--- config.mk ---
export PLATFORM = sky130hd
export DESIGN_NAME = gpio_stim_gen
export DESIGN_NICKNAME = d
export VERILOG_FILES = /design/src/rtl/gpio_stim_pkg.sv /design/src/rtl/gpio_stim_ch.sv /design/src/rtl/gpio_stim_gen.sv
export SDC_FILE = /design/constraint.sdc
export NUM_CORES = 2
export LEC_CHECK = 0
export BUFFER_PORTS_ARGS = -buffer_cell sky130_fd_sc_hd__buf_2
export CORE_UTILIZATION = 55
export DETAILED_ROUTE_END_ITERATION = 7
export PLACE_DENSITY = 0.77
export SYNTH_ARGS = -nofsm -noshare
export SYNTH_HDL_FRONTEND = slang
export SYNTH_SLANG_ARGS = --single-unit
--- constraint.sdc ---
create_clock -name clk_i -period 3.35 [get_ports clk_i]
set_clock_uncertainty 0.1 [all_clocks]
set_input_delay 0.335 -clock clk_i [delete_from_list [all_inputs] [get_ports clk_i]]
set_output_delay 0.335 -clock clk_i [all_outputs]
set_load 0.01 [all_outputs]
--- src/rtl/gpio_stim_pkg.sv ---
// Shared types for the GPIO stimulus generator: event modes, channel states
// and the per-channel configuration record.
package gpio_stim_pkg;

    // Widest counter field the config record can carry; channels use the low CNT_W bits.
    localparam int unsigned StimCntMaxW = 32;

    typedef enum logic [1:0] {
        ModeToggle = 2'd0,
        ModePulse  = 2'd1,
        ModeHold   = 2'd2
    } stim_mode_e;

    typedef enum logic [1:0] {
        StIdle,
        StDelay,
        StRun,
        StDone
    } stim_state_e;

    typedef struct packed {
        logic                   en;
        logic                   init;
        stim_mode_e             mode;
        logic [StimCntMaxW-1:0] delay;
        logic [StimCntMaxW-1:0] period;
        logic [StimCntMaxW-1:0] count;
    } stim_cfg_t;

    // The reserved encoding behaves as HOLD.
    function automatic stim_mode_e decode_mode(logic [1:0] raw);
        return (raw == 2'd3) ? ModeHold : stim_mode_e'(raw);
    endfunction

endpackage

--- src/rtl/gpio_stim_ch.sv ---
// One stimulus channel: config registers, IDLE/DELAY/RUN/DONE sequencer,
// period timer and the registered output level.
module gpio_stim_ch
    import gpio_stim_pkg::*;
#(
    parameter int unsigned CNT_W = 16
) (
    input  logic        clk_i,
    input  logic        rst_ni,
    input  logic        we_i,
    input  stim_cfg_t   cfg_i,
    input  logic        start_i,
    input  logic        stop_i,
    output logic        gpio_o,
    output logic        en_o,
    output stim_state_e state_o
);

    stim_state_e      state_q;
    stim_mode_e       mode_q;
    logic             en_q, init_q, gpio_q;
    logic [CNT_W-1:0] delay_q, period_q, count_q, timer_q, remain_q;
    logic [CNT_W-1:0] reload;
    logic             can_cfg;

    // Period 0 behaves as period 1, so the timer reload never underflows.
    assign reload  = (period_q == '0) ? '0 : period_q - CNT_W'(1);
    assign can_cfg = (state_q == StIdle) || (state_q == StDone);

    if (CNT_W < StimCntMaxW) begin : g_unused_hi
        logic unused_cfg_hi;
        assign unused_cfg_hi = ^{cfg_i.delay[StimCntMaxW-1:CNT_W],
                                 cfg_i.period[StimCntMaxW-1:CNT_W],
                                 cfg_i.count[StimCntMaxW-1:CNT_W]};
    end

    // Channel sequencer: stop beats config write, which beats start.
    always_ff @(posedge clk_i or negedge rst_ni) begin
        if (!rst_ni) begin
            state_q  <= StIdle;
            mode_q   <= ModeToggle;
            en_q     <= 1'b0;
            init_q   <= 1'b0;
            gpio_q   <= 1'b0;
            delay_q  <= '0;
            period_q <= '0;
            count_q  <= '0;
            timer_q  <= '0;
            remain_q <= '0;
        end else if (stop_i) begin
            state_q <= StIdle;
            gpio_q  <= init_q;
        end else if (we_i && can_cfg) begin
            state_q  <= StIdle;
            en_q     <= cfg_i.en;
            init_q   <= cfg_i.init;
            mode_q   <= cfg_i.mode;
            delay_q  <= cfg_i.delay[CNT_W-1:0];
            period_q <= cfg_i.period[CNT_W-1:0];
            count_q  <= cfg_i.count[CNT_W-1:0];
            gpio_q   <= cfg_i.init;
        end else begin
            unique case (state_q)
                StIdle, StDone: begin
                    // A pulse issued by the final event lasts one cycle only.
                    if (state_q == StDone && mode_q == ModePulse) gpio_q <= init_q;
                    if (start_i && en_q) begin
                        gpio_q <= init_q;
                        if (count_q == '0) begin
                            state_q <= StDone;
                        end else begin
                            state_q  <= StDelay;
                            timer_q  <= delay_q;
                            remain_q <= count_q;
                        end
                    end
                end
                StDelay: begin
                    if (timer_q == '0) begin
                        state_q <= StRun;
                        timer_q <= reload;
                    end else begin
                        timer_q <= timer_q - CNT_W'(1);
                    end
                end
                StRun: begin
                    if (timer_q == '0) begin
                        timer_q  <= reload;
                        remain_q <= remain_q - CNT_W'(1);
                        if (remain_q == CNT_W'(1)) state_q <= StDone;
                        unique case (mode_q)
                            ModeToggle: gpio_q <= ~gpio_q;
                            default:    gpio_q <= ~init_q;
                        endcase
                    end else begin
                        timer_q <= timer_q - CNT_W'(1);
                        if (mode_q == ModePulse) gpio_q <= init_q;
                    end
                end
                default: state_q <= StIdle;
            endcase
        end
    end

    assign gpio_o  = gpio_q;
    assign en_o    = en_q;
    assign state_o = state_q;

endmodule

--- src/rtl/gpio_stim_gen.sv ---
// Multi-channel GPIO stimulus generator: config decode, CH_NUM channel
// instances, busy/done aggregation and an optional pin-edge monitor.
// Define GPIO_STIM_MON_EN to build the monitor; otherwise mon_cnt_o is 0.
module gpio_stim_gen
    import gpio_stim_pkg::*;
#(
    parameter int unsigned CH_NUM = 16,
    parameter int unsigned CNT_W  = 16,
    localparam int unsigned ChW   = (CH_NUM > 1) ? $clog2(CH_NUM) : 1
) (
    input  logic                    clk_i,
    input  logic                    rst_ni,
    input  logic                    cfg_we_i,
    input  logic [ChW-1:0]          cfg_ch_i,
    input  logic                    cfg_en_i,
    input  logic                    cfg_init_i,
    input  logic [1:0]              cfg_mode_i,
    input  logic [CNT_W-1:0]        cfg_delay_i,
    input  logic [CNT_W-1:0]        cfg_period_i,
    input  logic [CNT_W-1:0]        cfg_count_i,
    input  logic                    start_i,
    input  logic                    stop_i,
    output logic [CH_NUM-1:0]       gpio_o,
    output logic [CH_NUM-1:0]       done_o,
    output logic                    busy_o,
    output logic                    all_done_o,
    input  logic [CH_NUM-1:0]       gpio_i,
    output logic [CH_NUM*CNT_W-1:0] mon_cnt_o
);

    stim_cfg_t         cfg_wr;
    logic [CH_NUM-1:0] ch_we;
    logic [CH_NUM-1:0] ch_en;
    stim_state_e       ch_state [CH_NUM];
    logic              ch_ok;

    assign ch_ok = {1'b0, cfg_ch_i} < (ChW + 1)'(CH_NUM);

    // Decode the write into one shared record plus a per-channel strobe.
    always_comb begin
        cfg_wr        = '0;
        cfg_wr.en     = cfg_en_i;
        cfg_wr.init   = cfg_init_i;
        cfg_wr.mode   = decode_mode(cfg_mode_i);
        cfg_wr.delay  = StimCntMaxW'(cfg_delay_i);
        cfg_wr.period = StimCntMaxW'(cfg_period_i);
        cfg_wr.count  = StimCntMaxW'(cfg_count_i);
        for (int unsigned i = 0; i < CH_NUM; i++) begin
            ch_we[i] = cfg_we_i && ch_ok && (cfg_ch_i == ChW'(i));
        end
    end

    for (genvar g = 0; g < CH_NUM; g++) begin : g_ch
        gpio_stim_ch #(
            .CNT_W (CNT_W)
        ) u_ch (
            .clk_i   (clk_i),
            .rst_ni  (rst_ni),
            .we_i    (ch_we[g]),
            .cfg_i   (cfg_wr),
            .start_i (start_i),
            .stop_i  (stop_i),
            .gpio_o  (gpio_o[g]),
            .en_o    (ch_en[g]),
            .state_o (ch_state[g])
        );
    end

    // Status straight from channel state, no added latency.
    always_comb begin
        logic any_en, en_all_done;
        any_en      = 1'b0;
        en_all_done = 1'b1;
        busy_o      = 1'b0;
        for (int unsigned i = 0; i < CH_NUM; i++) begin
            done_o[i] = (ch_state[i] == StDone);
            if (ch_state[i] == StDelay || ch_state[i] == StRun) busy_o = 1'b1;
            if (ch_en[i]) begin
                any_en = 1'b1;
                if (ch_state[i] != StDone) en_all_done = 1'b0;
            end
        end
        all_done_o = any_en && en_all_done;
    end

`ifdef GPIO_STIM_MON_EN
    logic [CH_NUM-1:0] sync1_q, sync2_q, prev_q;
    logic [CNT_W-1:0]  mon_q [CH_NUM];

    // Two-flop synchroniser plus one stage to spot edges.
    always_ff @(posedge clk_i or negedge rst_ni) begin
        if (!rst_ni) begin
            sync1_q <= '0;
            sync2_q <= '0;
            prev_q  <= '0;
        end else begin
            sync1_q <= gpio_i;
            sync2_q <= sync1_q;
            prev_q  <= sync2_q;
        end
    end

    // Saturating both-edge counters, cleared by start.
    always_ff @(posedge clk_i or negedge rst_ni) begin
        if (!rst_ni) begin
            for (int unsigned i = 0; i < CH_NUM; i++) mon_q[i] <= '0;
        end else begin
            for (int unsigned i = 0; i < CH_NUM; i++) begin
                if (start_i) begin
                    mon_q[i] <= '0;
                end else if ((sync2_q[i] ^ prev_q[i]) && (mon_q[i] != '1)) begin
                    mon_q[i] <= mon_q[i] + CNT_W'(1);
                end
            end
        end
    end

    // Flatten the counters onto the output bus.
    always_comb begin
        mon_cnt_o = '0;
        for (int unsigned i = 0; i < CH_NUM; i++) mon_cnt_o[i*CNT_W +: CNT_W] = mon_q[i];
    end
`else
    logic unused_gpio_i;
    assign unused_gpio_i = ^gpio_i;
    assign mon_cnt_o     = '0;
`endif

endmodule

* After elaboration in Yosys (flattened, before gate mapping)
Index checks and enable logic that the tools add are counted.
Word-level totals: word-level logic and storage cells 1300, input bits 77, register bits 1392
Cells by class: muxes and demuxes 465, add/sub/neg operators 48, bitwise operators 49, equal/unequal tests 256, reduce and logical (&&, ||, !) cells 322
Operator list (number):
- $mux 16 | 112
- $pmux 16 s2 | 32
- $logic_not 16->1 | 48
- $sub 16x1->16 const B | 48
- $eq 16x1->1 const B | 16
- $ne 4x2->1 const B | 64
- $mux 2 | 113
- $mux 1 | 176
- $ne 5x2->1 const B | 32
- $reduce_and 4->1 | 32
- $pmux 2 s3 | 16
- $reduce_and 6->1 | 16
- $eq 2x2->1 const B | 33
- $logic_and 1x1->1 | 65
- $eq 2x1->1 const B | 32
- $logic_not 2->1 | 32
- $ne 2x1->1 const B | 32
- $ne 2x2->1 const B | 32
- $reduce_bool 4->1 | 16
- $reduce_or 2->1 | 32
- $not 1->1 | 49
- $reduce_and 3->1 | 16
- $eq 4x4->1 const B | 8
- $logic_or 1x1->1 | 32
- 7 further kinds | 56

* Depth between registers and ports, before layout
depth after elaboration 34, mapped depth 11, depth with buffers taken out 8

* Hierarchy
Synthesis repeated with hierarchy kept, for this count alone.
Unflattened totals: cells, all modules 9714, area, all modules 79663.9 um2
By module, submodules not included:
- gpio_stim_ch at g_ch[0].u_ch ... | area each 4770.8 um2, cells an instance 582, times used 7
- gpio_stim_ch at g_ch[6].u_ch ... | area each 4873.4 um2, cells an instance 593, times used 4
- gpio_stim_ch at g_ch[3].u_ch ... | area each 4818.4 um2, cells an instance 583, times used 2
- gpio_stim_ch at g_ch[10].u_ch | area each 4987.3 um2, cells an instance 594, times used 1
- gpio_stim_ch at g_ch[5].u_ch | area each 4884.7 um2, cells an instance 593, times used 1
- gpio_stim_ch at g_ch[2].u_ch | area each 4817.1 um2, cells an instance 582, times used 1
- gpio_stim_gen | area each 2448.6 um2, cells an instance 333, times used 1

* Worst setup path after synthesis
No wires, ideal clock.
path kind register to register, start point register g_ch[3].u_ch.timer_q[0], end point register g_ch[3].u_ch.remain_q[12], required time 3121 ps, data arrival time 2573 ps, path slack 548 ps, stages on the path, launching flop included 10, period minus slack after synthesis 2802 ps, path through dfrtp_1 -> inv_1 -> ha_1 -> or4b_2 -> or4_1 -> buf_2 -> a211o_1 -> buf_2 -> o21ai_0 -> o21ai_0
Between the ends: word-level cells in the longest chain between the ends 3
Ends and longest elaborated chain:
- from (decl) | RTL line gpio_stim_ch.sv:22 | logic [CNT_W-1:0] delay_q, period_q, count_q, timer_q, remain_q;
- from (signal assigned) | RTL line gpio_stim_ch.sv:73 | timer_q <= delay_q;
- from (signal assigned) | RTL line gpio_stim_ch.sv:81 | timer_q <= reload;
- from (signal assigned) | RTL line gpio_stim_ch.sv:83 | timer_q <= timer_q - CNT_W'(1);
- $logic_not 16->1 | RTL line gpio_stim_ch.sv:87 | if (timer_q == '0) begin
- $ne 2x1->1 (no line)
- $reduce_and 6->1 (no line)
- to (signal assigned) | RTL line gpio_stim_ch.sv:74 | remain_q <= count_q;
- to (signal assigned) | RTL line gpio_stim_ch.sv:89 | remain_q <= remain_q - CNT_W'(1);
- to (decl) | RTL line gpio_stim_ch.sv:22
No other way between the ends. A chain may end at the register's enable or synchronous reset.

* Worst setup path in the final report
start point register g_ch[0].u_ch.en_q, end point output all_done_o
Between the ends: word-level cells in the longest chain between the ends 32, elaborated cells between the ends (all ways) 48, those cells by class 47 x mux; 1 x reduce/logical
Ends and longest elaborated chain:
- from (decl) | RTL line gpio_stim_ch.sv:21 | logic en_q, init_q, gpio_q;
- from (signal assigned) | RTL line gpio_stim_ch.sv:55 | en_q <= cfg_i.en;
- $mux 1 | RTL line gpio_stim_gen.sv:78 | if (ch_en[i]) begin
- $mux 1 | RTL line gpio_stim_gen.sv:80 | if (ch_state[i] != StDone) en_all_done = 1'b0;
- $mux 1 | RTL line gpio_stim_gen.sv:78
- $mux 1 | RTL line gpio_stim_gen.sv:80
- $mux 1 | RTL line gpio_stim_gen.sv:78
- $mux 1 | RTL line gpio_stim_gen.sv:80
- $mux 1 | RTL line gpio_stim_gen.sv:78
- $mux 1 | RTL line gpio_stim_gen.sv:80
- [... 16 more ...]
- $mux 1 | RTL line gpio_stim_gen.sv:78
- $mux 1 | RTL line gpio_stim_gen.sv:80
- $mux 1 | RTL line gpio_stim_gen.sv:78
- $mux 1 | RTL line gpio_stim_gen.sv:80
- $mux 1 | RTL line gpio_stim_gen.sv:78
- $mux 1 | RTL line gpio_stim_gen.sv:80
- $mux 1 | RTL line gpio_stim_gen.sv:78
- $logic_and 1x1->1 (*) | RTL line gpio_stim_gen.sv:83 | all_done_o = any_en && en_all_done;
- to (decl) | RTL line gpio_stim_gen.sv:26 | output logic all_done_o,
Every way passes the cells marked *; elsewhere a longest branch is shown, timed or not.

==> results.md <==
- VDD IR-drop max: 0.000604 V
- Synth Flop Type: dfrtp_1
- Period minus WS final: 3.34 ns
- Post-synthesis mux area share: roughly 12%
- MaxCap Viol Count: 0
- Max_slew headroom: between 10% and 20%
- Clock sink count: about 1400
- Die X: about 380 um
- Flops & latches, synth: 1392
- Nets: 8386
- Vias/cell: 6.49
- Peak Freq: 0.300 GHz
- Status: finished, violations left
- Antenna violations before repair: 31
- Share of cells above drive strength 1: 18.2%
- WS Path Type: flop to output port
- Postcts setup bufs: 0
- Final Max Tran Viols: 0
- Rows: 138
- Final Util: between 60% and 70%
- Slowest-stage cell, CP: nor4_1
- Cell Area, Synth: approximately 0.08 mm2
- Gpl congestion: 0.964
- Fillcell total: around 11000
- Clock buffer depth: 3
- # IOs: 367
- Crit. End Element: output port
- Die area: between 0.1 and 0.15 mm2
- Reg clk slew, reported paths: ~0.060 ns
- Setup TNS: 0 ns
- WL per Instance: between 20 and 25 um
- Crit-path cells: nor4_1 -> nand4_1 -> nand3_1 -> nor4_2 -> buf_4 -> buf_2
- Syn-to-layout area delta: 10.5%
- Vias in the first global route: roughly 63000
- Failing checks: design-rule violations
- Clock latency on the worst-skew pair: 0.82 ns
- Hold Vio Cnt, Final: 0
- Vias: around 66000
- Critical Path Max Stage Delay: roughly 0.88 ns
- Routed WL: ~240000 um
- Die H: 380 um
- Htree depth: 4
- Hold Slack: 0.0792 ns
- CTS buffer count: between 100 and 150
- Post-route cell area: just under 0.09 mm2
- Sequential fraction of the synthesis area: 44.4%
- Compound-Gate Fraction of Synth Area: around 16%
- Slew of the pin with the lowest slew margin: around 1.2 ns
- Final ANT Viol Nets: 0
- CP delay by family, top: simple AND/OR/NAND/NOR gates
- Largest family of logic cells by synthesized area: compound AO/OA/AOI/OAI gates
- Residual DRC: 1
- Largest net degree at the start of global routing: between 100 and 150
- Synth Area in XOR/XNOR: around 3.1%
- Yosys warns: 0
- HP Class: input port to asynchronous set/reset pin
- Final period utilization: roughly 100%
- Async S/R FF share, synth: between 90% and 100%
- Hpwl dp: 156000 um
- Leak: ~0.037 uW
- GRT Resource Usage Total: 33.0%
- CTS tree: done
- Max Fanout on Critical Path: 4
- Buf+Inv Stages, Crit Path: 2
- Critical Path Start Type: flop
- WP data required: between 2 and 3 ns
- Post-Syn Area per Cell: a little under 10 um2
- Distinct cells, synth: 93
- Adder-cell share of the synthesized area: approximately 2.3%
- Placement Cell Area: a little over 0.08 mm2
- Drt first pass iters: 8
- Setup-failing EPs final: 0
- # port buffers: between 90 and 100
- Clock Tree Root: clkbuf_16
- Congestion Overflow GR: 0
- Starting density of the core: a little under three fifths
- Initial drt markers: between 7000 and 8000
- Simple-gate share of the synthesized area: between 10% and 20%
- Power Dens Cells: 941 mW/mm2
- Worst EP arrival: about 2.9 ns
- First-pass GRT wire length: 372000 um
- Post-synth EDFFs: 0
- Syn Inst Count: between 8000 and 9000
- Core area: roughly 0.14 mm2
[path summary, 6_finish.rpt]
kind / cells past startpoint / startpoint / to / slack, ns
worst max-delay path: 6 / g_ch[0].u_ch.en_o$_DFFE_PN0P_ / all_done_o / 0.01
worst min-delay path: 2 / rst_ni / g_ch[4].u_ch.delay_q[6]$_DFFE_PN0P_ / 0.08
worst max register to register: 7 / g_ch[11].u_ch.state_o[0]$_DFFE_PN0P_ / g_ch[11].u_ch.remain_q[0]$_DFFE_PN0P_ / 0.23
worst min register to register: 2 / g_ch[1].u_ch.remain_q[10]$_DFFE_PN0P_ / g_ch[1].u_ch.remain_q[10]$_DFFE_PN0P_ / 0.40
max in group asynchronous: 4 / rst_ni / g_ch[7].u_ch.count_q[2]$_DFFE_PN0P_ / 1.97
min in group clk_i: 3 / cfg_en_i / g_ch[8].u_ch.en_o$_DFFE_PN0P_ / 0.08
[metrics by stage]
stage          cells  setup slack (ns)  total power [uW]
2_1_floorplan   8371             0.548             53300
3_3_place_gp    9907            0.0161             61400
3_5_place_dp    9907            0.0258             62900
4_1_cts        10200           0.00137             80800
5_1_grt        10200          -0.00802             86700
6_report       10200            0.0116             81600
[area by class of cell]
type	instances	area, um2	share of cell area (%)
multi-input cells	5959	40100	46.2
flip-flops and latches	1392	34800	40.2
clock buffers	217	4410	5.08
repair buffers	383	3160	3.65
well taps	1890	2360	2.73
inverters	282	1060	1.22
clock inverters	52	776	0.895
diodes	20	50.0	0.0577
[state kept, by name, indices dropped and copies added, names as in the netlist]
| signal | cells |
|---|---|
| g_ch.u_ch.gpio_o | 16 |
| g_ch.u_ch.init_q | 16 |
| g_ch.u_ch.mode_q | 32 |
| g_ch.u_ch.count_q | 256 |
| g_ch.u_ch.timer_q | 256 |
| g_ch.u_ch.remain_q | 256 |
| g_ch.u_ch.state_o | 32 |
| g_ch.u_ch.delay_q | 256 |
| g_ch.u_ch.en_o | 16 |
| g_ch.u_ch.period_q | 256 |
[worst register-to-register path, delay by kind of cell (launching register included)]
kind / cells / cell delay, ns
DFF: 1 / 0.43
buffers and inverters: 1 / 0.06
AOI/OAI and AO/OA: 3 / 1.14
and+or+nand+nor: 1 / 0.70
muxes: 1 / 0.19
adders and majority gates: 1 / 0.41
[cell usage in the layout, fill, tap and decap left out, types with 30 or more instances in the layout]
cell type and count:
a211o_1 30, a211oi_1 71, a21oi_1 533, a221oi_1 53
a22oi_1 32, a2bb2oi_1 68, a31oi_1 85, and3_1 40
buf_12 39, buf_2 92, buf_4 245, clkbuf_16 152
clkbuf_8 36, conb_1 256, dfrtp_1 1390, ha_1 130
inv_1 277, mux2_2 768, mux2i_1 82, nand2_1 655
nand2b_1 56, nand3_1 160, nand4_1 94, nor2_1 495
nor2b_1 39, nor3_1 270, nor3b_1 34, nor4_1 205
o211ai_1 48, o21a_1 54, o21ai_0 522, o22a_1 64
o22ai_1 103, o31ai_1 74, o32ai_1 32, or3_1 105
or4_1 100, xnor2_1 139, xor2_1 135
[cells by family after synthesis]
family / count (synthesis)
xor+xnor: 274
mux: 850
flops: 1392
compound gates: 1994
fa+ha+maj: 144
simple gates: 2441
buf+inv: 1020
other cells: 1
[cell usage after synthesis, drive strengths merged (144+ instances only)]
cell / n / share of area, %
nor2: 510 / 2.4
inv: 278 / 1.3
clkbuf: 406 / 1.9
mux2: 768 / 11
nand2: 656 / 3.1
ha: 144 / 2.3
nand3: 160 / 1.0
nor3: 272 / 1.7
nor4: 216 / 1.8
a21oi: 534 / 3.4
buf: 332 / 2.9
o21ai: 526 / 3.4
dfrtp: 1392 / 44
[power by group]
group,switching (uW),internal (uW)
Clock,7160,10500
Sequential,7430,23800
Combinational,18500,14200
Total,33100,48500
[routing by layer]
metal	part of all wire, %	track usage, %
met1	40	44.6
met2	44	48.8
met3	11	8.62
met4	5.2	17.1
met5	0.10	0
[repair_timing]
action                                  4_1_cts  5_1_grt
hold buffers                                  1        0
cloned                                        0        0
hold endpoints to repair                    310        0
pin swaps                                     0        0
gates resized for setup                      14       21
endpoints found under the setup margin        2       13
(Power assumes the default switching activity.)
